**config.mk**
```make
export PLATFORM = sky130hd
export DESIGN_NAME = branch_resolve_ctrl
export DESIGN_NICKNAME = d
export VERILOG_FILES = /design/src/rtl/brc_pkg.sv /design/src/rtl/brc_fifo.sv /design/src/rtl/branch_resolve_ctrl.sv
export SDC_FILE = /design/constraint.sdc
export NUM_CORES = 1
export LEC_CHECK = 0
export ABC_CLOCK_PERIOD_IN_PS = 11810
export BUFFER_PORTS_ARGS = -buffer_cell sky130_fd_sc_hd__buf_2
export CORE_ASPECT_RATIO = 1.75
export CORE_UTILIZATION = 35
export CTS_CLUSTER_DIAMETER = 120
export DETAILED_ROUTE_END_ITERATION = 10
export PLACE_DENSITY = 0.63
export SYNTH_ARGS = -nofsm -noshare
export SYNTH_HDL_FRONTEND = slang
export SYNTH_HIERARCHICAL = 1
export SYNTH_SLANG_ARGS = --single-unit
```
**constraint.sdc**
```tcl
create_clock -name clk -period 11.81 [get_ports clk]
set_clock_uncertainty 0.05 [all_clocks]
set_input_delay 0.5905 -clock clk [delete_from_list [all_inputs] [get_ports clk]]
set_output_delay 0.5905 -clock clk [all_outputs]
set_load 0.02 [all_outputs]
```
**src/rtl/brc_pkg.sv**
```systemverilog
// Shared definitions for the branch resolution controller: FSM encoding,
// default parameters and the layout of a queued prediction entry.
package brc_pkg;

    typedef enum logic {
        ST_RUN   = 1'b0,
        ST_FLUSH = 1'b1
    } brc_state_t;

    localparam int DEFAULT_DEPTH        = 4;
    localparam int DEFAULT_IDX_W        = 3;
    localparam int DEFAULT_XLEN         = 32;
    localparam int DEFAULT_FLUSH_CYCLES = 2;

    // Entry layout, MSB first: {is_jump, taken, idx, target, fallthrough}
    function automatic int entry_width(input int idx_w, input int xlen);
        return 2 * xlen + idx_w + 2;
    endfunction

    function automatic int off_target(input int xlen);
        return xlen;
    endfunction

    function automatic int off_idx(input int xlen);
        return 2 * xlen;
    endfunction

    function automatic int off_taken(input int idx_w, input int xlen);
        return 2 * xlen + idx_w;
    endfunction

    function automatic int off_jump(input int idx_w, input int xlen);
        return 2 * xlen + idx_w + 1;
    endfunction

endpackage

```
**src/rtl/brc_fifo.sv**
```systemverilog
// In-order prediction queue: synchronous FIFO with push, pop, clear and
// an occupancy count that saturates at DEPTH.
module brc_fifo #(
    parameter int DEPTH = 4,
    parameter int WIDTH = 8
) (
    input  logic                     clk,
    input  logic                     rst,
    input  logic                     push,
    input  logic                     pop,
    input  logic                     clear,
    input  logic [WIDTH-1:0]         wr_data,
    output logic [WIDTH-1:0]         rd_data,
    output logic [$clog2(DEPTH):0]   count,
    output logic                     full,
    output logic                     empty
);

    localparam int PTR_W = $clog2(DEPTH);
    localparam int CNT_W = PTR_W + 1;

    logic [WIDTH-1:0] mem [DEPTH];
    logic [PTR_W-1:0] wr_ptr;
    logic [PTR_W-1:0] rd_ptr;
    logic             do_push;
    logic             do_pop;

    assign full    = (count == CNT_W'(DEPTH));
    assign empty   = (count == '0);
    assign do_push = push && (!full || pop) && !clear;
    assign do_pop  = pop && !empty && !clear;
    assign rd_data = mem[rd_ptr];

    // NOTE: storage is deliberately not reset; validity is tracked only by the pointers and count.
    always_ff @(posedge clk) begin
        if (do_push) begin
            mem[wr_ptr] <= wr_data;
        end
    end

    always_ff @(posedge clk or posedge rst) begin
        if (rst) begin
            wr_ptr <= '0;
            rd_ptr <= '0;
            count  <= '0;
        end else if (clear) begin
            wr_ptr <= '0;
            rd_ptr <= '0;
            count  <= '0;
        end else begin
            if (do_push) begin
                wr_ptr <= wr_ptr + PTR_W'(1);
            end
            if (do_pop) begin
                rd_ptr <= rd_ptr + PTR_W'(1);
            end
            case ({do_push, do_pop})
                2'b10:   count <= count + CNT_W'(1);
                2'b01:   count <= count - CNT_W'(1);
                default: count <= count;
            endcase
        end
    end

endmodule

```
**src/rtl/branch_resolve_ctrl.sv**
```systemverilog
// Branch resolution controller: queues ID predictions, checks them against
// EX/MEM outcomes, drives predictor update, redirect and flush.
// Optional statistics counters are enabled by defining BRC_STATS_EN.
module branch_resolve_ctrl
    import brc_pkg::*;
#(
    parameter int DEPTH        = DEFAULT_DEPTH,
    parameter int IDX_W        = DEFAULT_IDX_W,
    parameter int XLEN         = DEFAULT_XLEN,
    parameter int FLUSH_CYCLES = DEFAULT_FLUSH_CYCLES
) (
    input  logic                   clk,
    input  logic                   rst,
    input  logic                   pred_valid,
    input  logic                   pred_is_jump,
    input  logic                   pred_taken,
    input  logic [IDX_W-1:0]       pred_pht_index,
    input  logic [XLEN-1:0]        pred_target,
    input  logic [XLEN-1:0]        pred_fallthrough,
    output logic                   pred_ready,
    input  logic                   res_valid,
    input  logic                   res_taken,
    input  logic [XLEN-1:0]        res_target,
    output logic                   upd_valid,
    output logic                   upd_taken,
    output logic [IDX_W-1:0]       upd_pht_index,
    output logic                   redirect_valid,
    output logic [XLEN-1:0]        redirect_pc,
    output logic                   flush,
    output logic [$clog2(DEPTH):0] inflight_cnt
`ifdef BRC_STATS_EN
    ,
    output logic [31:0]            stat_branches,
    output logic [31:0]            stat_mispredicts
`endif
);

    localparam int CNT_W   = $clog2(DEPTH) + 1;
    localparam int FC_W    = $clog2(FLUSH_CYCLES + 1);
    localparam int ENTRY_W = entry_width(IDX_W, XLEN);
    localparam int O_TGT   = off_target(XLEN);
    localparam int O_IDX   = off_idx(XLEN);
    localparam int O_TAKEN = off_taken(IDX_W, XLEN);
    localparam int O_JUMP  = off_jump(IDX_W, XLEN);

    brc_state_t        state_q, state_d;
    logic [FC_W-1:0]   flush_cnt_q, flush_cnt_d;

    logic [ENTRY_W-1:0] wr_entry;
    logic [ENTRY_W-1:0] head;
    logic [CNT_W-1:0]   fifo_count;
    logic               fifo_full;
    logic               fifo_empty;

    logic               head_jump;
    logic               head_taken;
    logic [IDX_W-1:0]   head_idx;
    logic [XLEN-1:0]    head_target;
    logic [XLEN-1:0]    head_ft;

    logic               run;
    logic               pop_fire;
    logic               push_fire;
    logic               mispredict;
    logic               mis_fire;

    assign wr_entry = {pred_is_jump, pred_taken, pred_pht_index, pred_target, pred_fallthrough};

    assign head_jump   = head[O_JUMP];
    assign head_taken  = head[O_TAKEN];
    assign head_idx    = head[O_IDX +: IDX_W];
    assign head_target = head[O_TGT +: XLEN];
    assign head_ft     = head[XLEN-1:0];

    assign run       = (state_q == ST_RUN);
    assign pop_fire  = run && res_valid && !fifo_empty;
    // A same-cycle pop frees a slot, so a full queue still takes a push.
    assign pred_ready = run && (!fifo_full || pop_fire);
    assign push_fire = pred_valid && pred_ready;

    assign mispredict = (head_taken != res_taken) || (res_taken && (res_target != head_target));
    assign mis_fire   = pop_fire && mispredict;

    assign inflight_cnt = fifo_count;

    brc_fifo #(
        .DEPTH (DEPTH),
        .WIDTH (ENTRY_W)
    ) u_fifo (
        .clk     (clk),
        .rst     (rst),
        .push    (push_fire && !mis_fire),
        .pop     (pop_fire && !mis_fire),
        .clear   (mis_fire),
        .wr_data (wr_entry),
        .rd_data (head),
        .count   (fifo_count),
        .full    (fifo_full),
        .empty   (fifo_empty)
    );

    always_ff @(posedge clk or posedge rst) begin
        if (rst) begin
            state_q     <= ST_RUN;
            flush_cnt_q <= '0;
        end else begin
            state_q     <= state_d;
            flush_cnt_q <= flush_cnt_d;
        end
    end

    // NOTE: every always_comb output gets a default first so no path infers a latch.
    always_comb begin
        state_d     = state_q;
        flush_cnt_d = flush_cnt_q;
        case (state_q)
            ST_RUN: begin
                if (mis_fire) begin
                    state_d     = ST_FLUSH;
                    flush_cnt_d = FC_W'(FLUSH_CYCLES);
                end
            end
            ST_FLUSH: begin
                if (flush_cnt_q == FC_W'(1)) begin
                    state_d     = ST_RUN;
                    flush_cnt_d = '0;
                end else begin
                    flush_cnt_d = flush_cnt_q - FC_W'(1);
                end
            end
            default: begin
                state_d     = ST_RUN;
                flush_cnt_d = '0;
            end
        endcase
    end

    // Result outputs are zeroed when not strobed so downstream never sees stale data.
    always_ff @(posedge clk or posedge rst) begin
        if (rst) begin
            upd_valid      <= 1'b0;
            upd_taken      <= 1'b0;
            upd_pht_index  <= '0;
            redirect_valid <= 1'b0;
            redirect_pc    <= '0;
            flush          <= 1'b0;
        end else begin
            upd_valid      <= pop_fire && !head_jump;
            upd_taken      <= pop_fire && !head_jump && res_taken;
            upd_pht_index  <= (pop_fire && !head_jump) ? head_idx : '0;
            redirect_valid <= mis_fire;
            redirect_pc    <= mis_fire ? (res_taken ? res_target : head_ft) : '0;
            flush          <= (state_d == ST_FLUSH);
        end
    end

`ifdef BRC_STATS_EN
    always_ff @(posedge clk or posedge rst) begin
        if (rst) begin
            stat_branches    <= '0;
            stat_mispredicts <= '0;
        end else begin
            if (pop_fire && !head_jump) begin
                stat_branches <= stat_branches + 32'd1;
            end
            if (mis_fire) begin
                stat_mispredicts <= stat_mispredicts + 32'd1;
            end
        end
    end
`endif

endmodule

```
# ---- Word-level counts from Yosys, hierarchy flattened
# Memories as Yosys holds them, arrays and structs flattened.
# Index checks and enable logic that the tools add are counted.
dict set report word_totals {
  regBits 48
  mem_bits_rw 276
  in_bits 106
  memories 1
}
# name depth word_bits rd rd_ports_with_merged_regs wr line
set memory_table {}
lappend memory_table {u_fifo.mem 4 69 1 0 1 brc_fifo.sv:22} ;# logic [WIDTH-1:0] mem [DEPTH];
dict set report classes {
  addsub 5
  n_eq_ne 7
  n_mux 17
  n_bitwise 1
  n_reduce_logical 25
}
# operator count
set ops {}
lappend ops {{2-to-1 mux 32 bit} 2}
lappend ops {{inequality test 32 bit} 1}
lappend ops {{logical AND 1 bit} 14}
lappend ops {{2-to-1 mux 2 bit} 6}
lappend ops {{2-to-1 mux 3 bit} 2}
lappend ops {{case mux 3 bit (2 select lines)} 1}
lappend ops {{adder 2 x 1 -> 2 bit (second input constant)} 2}
lappend ops {{== test 2 x 1 -> 1 bit (second input constant)} 2}
lappend ops {{logical NOT 1 bit} 4}
lappend ops {{2-to-1 mux 1 bit} 4}
lappend ops {{case mux 2 bit (2 select lines)} 1}
lappend ops {{nonzero test 2 bit} 2}
lappend ops {{adder 3 x 1 -> 3 bit (second input constant)} 1}
lappend ops {{== test 3 bit (second input constant)} 1}
lappend ops {{logical NOT 3 bit} 1}
lappend ops {{logical OR 1 bit} 3}
lappend ops {{nonzero test 3 bit} 1}
lappend ops {{subtractor 3 x 1 -> 3 bit (second input constant)} 1}
lappend ops {{== test 2 bit (second input constant)} 1}
lappend ops {{inequality test 2 x 1 -> 1 bit (second input constant)} 1}
lappend ops {{case mux 1 bit (2 select lines)} 1}
lappend ops {{subtractor 2 x 1 -> 2 bit (second input constant)} 1}
lappend ops {{inequality test 1 bit} 1}
lappend ops {{NOT 1 bit} 1}

# ---- Depth between registers and ports, before layout
# Gate-level depths: netlist of run 1.
# An unclocked memory read counts as a cell.
dict set report logic_depth {
  word_depth 13
  mapped_depth 15
}

# ---- Cells and area by module
# Netlist of run 1, hierarchy kept.
# mod n_inst cells_per_inst area_each_um2
set modules_own_cells {}
lappend modules_own_cells {brc_fifo 1 424 10475.0}
lappend modules_own_cells {branch_resolve_ctrl 1 184 2092.0}

# ---- Least setup slack after synthesis of run 1
# No wires, ideal clock.
dict set report synth_timing {
  kind {register -> register}
  from {register u_fifo.rd_ptr[0]}
  to {memory u_fifo/mem[0][0] (netlist name), enable pin}
  setup_ns 0.595
  arrival_ns 8.139
  path_slack_ns 3.026
  stages_incl_launch_ff 12
  n_path_buf 3
  synth_period_minus_slack_ns 8.784
  path_cell_list {dfrtp_1 buf_2 buf_2 mux4_2 xnor2_1 nand4_1 or4_4 o31a_2 nor2_1 clkbuf_1 o21ai_0 nor3b_1}
}
dict set report synth_between {
  elab_chain_cells 12
  word_cells_on_any_way 14
  classes_between {2 x eq/ne; 2 x mux; 9 x reduce/logical; 1 x memory}
}
# item line
set synth_lines {}
lappend synth_lines {{start: declaration} brc_fifo.sv:24} ;# logic [PTR_W-1:0] rd_ptr;
lappend synth_lines {{start signal: assignment} brc_fifo.sv:55} ;# rd_ptr <= rd_ptr + PTR_W'(1);
lappend synth_lines {{memory read (4 x 69 bit) (*)} -}
lappend synth_lines {{named net head[46]} branch_resolve_ctrl.sv:50} ;# logic [ENTRY_W-1:0] head;
lappend synth_lines {{inequality test 32 bit (*)} branch_resolve_ctrl.sv:81} ;# assign mispredict = (head_taken != res_taken) || (res_taken && (res_target != head_target));
lappend synth_lines {{logical AND 1 bit (*)} branch_resolve_ctrl.sv:81}
lappend synth_lines {{logical OR 1 bit (*)} branch_resolve_ctrl.sv:81}
lappend synth_lines {{logical AND 1 bit (*)} branch_resolve_ctrl.sv:82} ;# assign mis_fire = pop_fire && mispredict;
lappend synth_lines {{logical NOT 1 bit (*)} {brc_fifo.sv:30, branch_resolve_ctrl.sv:92, branch_resolve_ctrl.sv:93}}
lappend synth_lines {{logical AND 1 bit} branch_resolve_ctrl.sv:93} ;# .pop (pop_fire && !mis_fire),
lappend synth_lines {{logical OR 1 bit} brc_fifo.sv:30} ;# assign do_push = push && (!full || pop) && !clear;
lappend synth_lines {{logical AND 1 bit} brc_fifo.sv:30}
lappend synth_lines {{logical AND 1 bit (*)} brc_fifo.sv:30}
lappend synth_lines {{2-to-1 mux 1 bit (*)} brc_fifo.sv:36} ;# if (do_push) begin
lappend synth_lines {{2-to-1 mux 1 bit (implied by the code) (*)} brc_fifo.sv:37} ;# mem[wr_ptr] <= wr_data;
lappend synth_lines {{end: declaration} brc_fifo.sv:22}
# Mark *: on every way through the listed nets, which the timed path passes. The rest lies on a longest branch.

# ---- Worst setup path after layout of run 1
dict set report layout_timing {
  from {register u_fifo.rd_ptr[0]}
  to {memory u_fifo/mem[0][8] (netlist name), enable pin}
}
# The elaborated chain is that of the path after synthesis.

==> results of run 1 <==
-- placed cells by master (no fill, tap or decap), types with 5 or more instances in the layout --
master / synthesis / routed
edfxtp_1: 276 / 276
mux4_2: 69 / 69
clkbuf_16: 0 / 28
clkinvlp_4: 0 / 5
ha_1: 5 / 5
buf_2: 11 / 148
nor2_1: 11 / 11
xnor2_1: 18 / 18
dfrtp_1: 48 / 46
nor3_1: 34 / 34
xor2_1: 19 / 19
buf_4: 2 / 13
mux2i_1: 34 / 34
clkinv_4: 0 / 5
inv_1: 9 / 8
-- metrics by stage --
step	worst slack (ps)	util	power (mW)	cell area (um2)	hold slack, ps
final	5770	0.420	3.15	14800	193
after global routing	5360	0.420	3.28	14800	174
after CTS	5620	0.420	3.19	14800	164
after detailed placement	5630	0.392	2.26	13900	450
after global placement	5730	0.392	2.25	13900	438
after floorplan	3030	-	2.06	12600	344
-- synth_stat cells, types with 5 or more instances --
library cell | instances | area, um2
xor2_1 | 19 | 166
inv_1 | 9 | 33.8
nor2_1 | 11 | 41.3
edfxtp_1 | 276 | 8290
buf_2 | 11 | 55.1
mux4_2 | 69 | 1550
clkbuf_1 | 13 | 48.8
xnor2_1 | 18 | 158
ha_1 | 5 | 62.6
nor3_1 | 34 | 170
mux2i_1 | 34 | 340
dfrtp_1 | 48 | 1200
-- worst max-delay path, cell delays in order, from the launching register on --
cell and delay [ps]:
dfrtp_4 860, buf_4 750, mux4_2 600, xnor2_1 190
nand4_1 150, or4_4 560, o31a_2 380, a21oi_1 580
o21ai_0 470, nor3b_2 310, buf_4 690
-- final cells by class --
cell class	instances	share of cell area
Antenna cell	2	0.000338
Clock buffer	31	0.0481
Clock inverter	21	0.0159
Inverter	9	0.00228
Multi-Input combinational cell	243	0.196
Sequential cell	324	0.641
Tap cell	465	0.0393
Timing Repair Buffer	162	0.0573
-- registers in the layout, indices dropped and copies added (netlist names) --
| register | flops |
|---|---|
| upd_valid | 1 |
| u_fifo/wr_ptr | 2 |
| upd_taken | 1 |
| redirect_valid | 1 |
| u_fifo/count | 3 |
| flush | 1 |
| u_fifo/rd_ptr | 2 |
| u_fifo/mem | 276 |
| flush_cnt_q | 2 |
| redirect_pc | 32 |
| upd_pht_index | 3 |
-- final timing paths --
check / slack, ps / startpoint / cells past startpoint / to
worst max-delay path: 5770 / u_fifo/rd_ptr[0]$_DFFE_PP0P_ / 10 / u_fifo/mem[0][8]$_DFFE_PP_
min in group asynchronous: 490 / rst / 3 / u_fifo/wr_ptr[0]$_DFFE_PP0P_
max in group asynchronous: 10310 / rst / 3 / redirect_pc[5]$_DFF_PP0_
worst min register to register: 460 / flush_cnt_q[1]$_DFFE_PP0P_ / 2 / flush_cnt_q[1]$_DFFE_PP0P_
worst max register to register: 5770 / u_fifo/rd_ptr[0]$_DFFE_PP0P_ / 10 / u_fifo/mem[0][8]$_DFFE_PP_
worst min-delay path: 190 / pred_target[27] / 1 / u_fifo/mem[2][59]$_DFFE_PP_
-- metal layers --
metal,global-route usage,routed length (um),up-vias
met2,0.281,15000,144
met1,0.170,10300,3154
met4,0.0562,745,4
met3,0.0247,1080,43
met5,0,22,-
li1,-,-,2758
-- kinds of logic (layout without fill, tap and decap cells) --
group	after synthesis	in the layout	synth area share
other cells	0	2	0
fa+ha+maj	6	6	0.00657
compound gates	18	18	0.0115
simple gates	78	78	0.0335
mux	104	104	0.152
buf+inv	41	223	0.0157
xor+xnor	37	37	0.0258
flops	324	324	0.755
-- report_power, final --
part / switching, mW / total [mW] / internal [mW] / leakage (nW)
Combinational: 0.381 / 0.685 / 0.304 / 1.63
Clock: 0.422 / 0.932 / 0.510 / 0.446
Sequential: 0.0823 / 1.53 / 1.45 / 3.16
-- what timing repair did --
item                                    in CTS  in global routing
hold buffers                                 1                  0
hold endpoints to repair                     7                  0
endpoints found under the setup margin       0                  0
==> summary.txt, run 1 <==
Outcome
  • Outcome: finished clean

Clocking
  • Clock Sinks: 324
  • TritonCTS clock tree: done
  • CTS buffer count: 28
  • Clock-pin slew on the worst setup and hold paths: 70 ps
  • Worst skew pair latency: 560 ps
  • Post-CTS setup repair buffer count: 0
  • CTS resizes: 0
  • Root Driver: clkbuf_16
  • Depth of the CTS H-tree: 1
  • Clock buffer depth: 3

Global route
  • Largest net degree at the start of global routing: 57
  • Overflow after GRT: 0
  • Initial antenna violation count: 6
  • Tot GR Track Use: 0.150
  • First-pass GRT wire length: 40600 um
  • Vias in the first global route: 6642

Detailed routing
  • DRC viols: 0
  • Vias per inst: 4.86
  • Initial DRC count: 319
  • Router iterations before antenna repair: 4
  • Via count: 6103
  • Routed WL: 27100 um
  • Remaining antenna violation count after routing: 0
  • Mean routed wirelength per cell: 21.6 um

Floorplan
  • Starting Density: 0.356
  • Core Region: 35300 um2
  • Number of I/O pins: 149
  • Die Wd: 145 um
  • Total die area: 36700 um2
  • Core Rows: 91
  • Die extent in y: 253 um

Hold path
  • Worst Hold Class: primary input to register

Critical path
  • Worst setup path category: register to register
  • Req. time, crit path: 11940 ps
  • CP Launch Type: register
  • Crit path DAT: 6170 ps
  • Critical path capture point type: register
  • Crit Path Max Fanout: 56

Yosys
  • Unique masters post-synth: 41
  • Total of warnings raised by yosys: 6
  • Mapped Cells: 608
  • Post-synth net total: 720
  • Ys flop type: edfxtp_1
  • Flops & latches, synth: 324
  • Post-Syn Area: 12600 um2
  • Syn_area_per_cell: 20.7 um2
  • Synth async-reset ratio: 0.148
  • EDFF count, synth: 276
  • Post-synthesis sequential area ratio: 0.755

Power and ir drop
  • Max VDD drop: 0.116 mV
  • PD cells: 212 nW/um2
  • Pleak: 5.23 nW

STA
  • Final Cycle Share: 0.512
  • Final slew viol count: 0
  • Final setup vio count: 0
  • Endpoints failing hold: 0
  • Slew HR: 0.213
  • Fin crit period: 6040 ps
  • Slew @ Worst Pin: 1180 ps
  • Max Clock Freq: 165 MHz
  • Setup TNS: 0 ps
  • RSZ-0062 raised after global routing: false

Place
  • Routability cong.: 0.729
  • Port Buffers: 148
  • Dpl hpwl: 17600 um
  • Cells after DPL: 1202

Layout
  • Area Overhead vs Synth: 17.9%
  • Multi-input logic area: 2900 um2
  • Fill cell count: 3165
  • Layout Cells excl Fill: 1257
  • # nets final: 880
  • Layout cells sized above 1: 0.370
  • Sequential cell area: 9500 um2

Run
  • Max Cap Viol: 0
Power figures use the tool's default switching activity.
==> inputs of run 2 (changes only) <==
--- a/config.mk
+++ b/config.mk
@@ -5,7 +5,7 @@
 export SDC_FILE = /design/constraint.sdc
 export NUM_CORES = 1
 export LEC_CHECK = 0
-export ABC_CLOCK_PERIOD_IN_PS = 11810
+export ABC_CLOCK_PERIOD_IN_PS = 6150
 export BUFFER_PORTS_ARGS = -buffer_cell sky130_fd_sc_hd__buf_2
 export CORE_ASPECT_RATIO = 1.75
 export CORE_UTILIZATION = 35
==> constraint.sdc (replaced) <==
create_clock -name clk -period 6.15 [get_ports clk]
set_clock_uncertainty 0.05 [all_clocks]
set_input_delay 0.3075 -clock clk [delete_from_list [all_inputs] [get_ports clk]]
set_output_delay 0.3075 -clock clk [all_outputs]
set_load 0.02 [all_outputs]
==> run 2 against run 1 <==
  * Global-route usage is 0.69 points higher
  * Final cell count is 5.6% higher
  * Register-to-register slack worse by 5000 ps
  * Clock power is 93% higher
  * Core utilization is 2.3 points higher
  * First-iteration DRC count is 24% higher
  * Sequential power is 92% higher
  * Worst hold slack worse by 140 ps
  * Combinational power is 110% higher
  * Die area stayed put
  * Non-clock buffer count is 72 higher
  * Sequential cell count stayed put
  * Largest cell class unchanged
  * Highest routed layer unchanged
==> summary.txt, run 2 (same netlist as run 1, synthesis figures left out) <==
STA
  • Hold_ws: 54.6 ps
  • Slew @ Worst Pin: 1200 ps
  • Slew HR: 0.191
  • Final setup vio count: 0
  • Final Cycle Share: 0.875
  • Endpoints failing hold: 0
  • Final WS setup: 772 ps
  • Final slew viol count: 0
  • Setup TNS: 0 ps
  • Fin crit period: 5380 ps
  • RSZ-0062 raised after global routing: false
  • Max Clock Freq: 186 MHz

Critical path
  • Crit path DAT: 5510 ps
  • Crit Path Max Fanout: 69
  • CP Cell Sequence: buf_4, mux4_2, xnor2_1, nand4_1, or4_4, o31a_2, a21oi_1, o21ai_0, nor3b_4, buf_12
  • Worst setup path category: register to register
  • CP peak stage delay: 820 ps
  • Buf/Inv on CP: 2
  • Req. time, crit path: 6280 ps
  • Critical path capture point type: register
  • CP Launch Type: register
  • CP startpoint: u_fifo/rd_ptr[0]$_DFFE_PP0P_
  • CP delay by family, top: compound AO/OA/AOI/OAI gates
  • Slowest CP cell: dfrtp_4
  • RR Startpoint: u_fifo/rd_ptr[0]$_DFFE_PP0P_

Global route
  • Largest net degree at the start of global routing: 70
  • Initial antenna violation count: 2
  • First-pass GRT wire length: 42700 um
  • Vias in the first global route: 7025
  • Tot GR Track Use: 0.157
  • Overflow after GRT: 0

Layout
  • Most frequent cells in the layout: edfxtp_1, buf_2, dlygate4sd3_1
  • Layout Cells excl Fill: 1328
  • Top Registers: u_fifo/mem (276), redirect_pc (32)
  • Design area: 15600 um2
  • Final Util: 0.443
  • Layout cells sized above 1: 0.341
  • Top reg by flops: u_fifo/mem
  • Max reg flops: 276
  • Fill cell count: 3118
  • Most common cell after layout, fill and taps aside: edfxtp_1
  • # nets final: 952
  • Area Overhead vs Synth: 24.3%

Floorplan
  • Die extent in y: 253 um
  • Number of I/O pins: 149
  • Die Wd: 145 um
  • Core Region: 35300 um2
  • Starting Density: 0.356
  • Core Rows: 91
  • Total die area: 36700 um2

Power and ir drop
  • Max VDD drop: 0.197 mV
  • Pleak: 5.56 nW
  • PD cells: 393 nW/um2
  • Power consumption: 6.14 mW

Detailed routing
  • Router iterations before antenna repair: 7
  • Routed WL: 28300 um
  • Initial DRC count: 395
  • Mean routed wirelength per cell: 21.3 um
  • Remaining antenna violation count after routing: 0
  • Vias per inst: 4.91
  • Via count: 6523
  • DRC viols: 0

Hold path
  • Worst Hold Class: primary input to register
  • Hold path start: res_target[24]

Place
  • Port Buffers: 148
  • Cells after DPL: 1205
  • Dpl hpwl: 18300 um
  • Routability cong.: 0.739
  • DP Area: 14000 um2
  • Dpl ws: 696 ps

Clocking
  • Clock buffer depth: 3
  • Root Driver: clkbuf_16
  • Depth of the CTS H-tree: 1
  • TritonCTS clock tree: done
  • Clock-pin slew on the worst setup and hold paths: 70 ps
  • Worst skew pair latency: 550 ps
  • CTS buffer count: 28
  • Post-CTS setup repair buffer count: 0
  • Clock Sinks: 324

Run
  • Max Cap Viol: 0

Outcome
  • Outcome: finished clean
run 2: cell count changes in the layout (fill, tap and decap cells not counted), moves of 3 or more:
cell,change
buf_4,-3
clkinv_2,+3
dlygate4sd3_1,+69
nor3b_4,+4
buf_12,+6
nor3b_2,-4
run 2: area by class of cell:
cell class	count	area, um2	area share
flip-flops and latches	324	9500	0.608
clock inverters	18	198	0.0127
inverters	9	33.8	0.00216
well taps	465	582	0.0372
repair buffers	234	1640	0.105
diodes	1	2.50	0.000160
clock buffers	34	744	0.0477
multi-input cells	243	2930	0.187
run 2: path summary, 6_finish.rpt:
path                                                end  slack (ps)  cells after the start
setup / recovery            u_fifo/mem[1][37]$_DFFE_PP_         770                     10
hold / removal                redirect_pc[24]$_DFF_PP0_          50                      3
setup reg to reg            u_fifo/mem[1][37]$_DFFE_PP_         770                     10
hold reg to reg              flush_cnt_q[1]$_DFFE_PP0P_         470                      2
max in group asynchronous      redirect_pc[7]$_DFF_PP0_        4880                      3
min in group asynchronous  u_fifo/wr_ptr[0]$_DFFE_PP0P_         230                      3
run 2: layer usage:
metal / vias to the layer above / global-route usage / routed length (um)
li1: 2892 / - / -
met1: 3402 / 0.183 / 10600
met2: 185 / 0.292 / 15800
met3: 42 / 0.0227 / 1280
met4: 2 / 0.0556 / 673
met5: - / 0 / 8
run 2: worst register-to-register path: stages, from the launching register on:
cell and delay, ps:
dfrtp_4 820, buf_4 330, mux4_2 520, xnor2_1 180, nand4_1 160, or4_4 530
o31a_2 380, a21oi_1 580, o21ai_0 620, nor3b_4 380, buf_12 390
run 2: power by group:
group	switching, mW	internal (mW)
clock	0.793	1.00
sequential	0.161	2.77
combinational	0.749	0.660
total	1.70	4.44
run 2: timing repair:
item,in CTS,in global routing
hold buffers,70,0
hold endpoints to repair,281,0
resized for setup,0,0
setup endpoints to repair,0,0
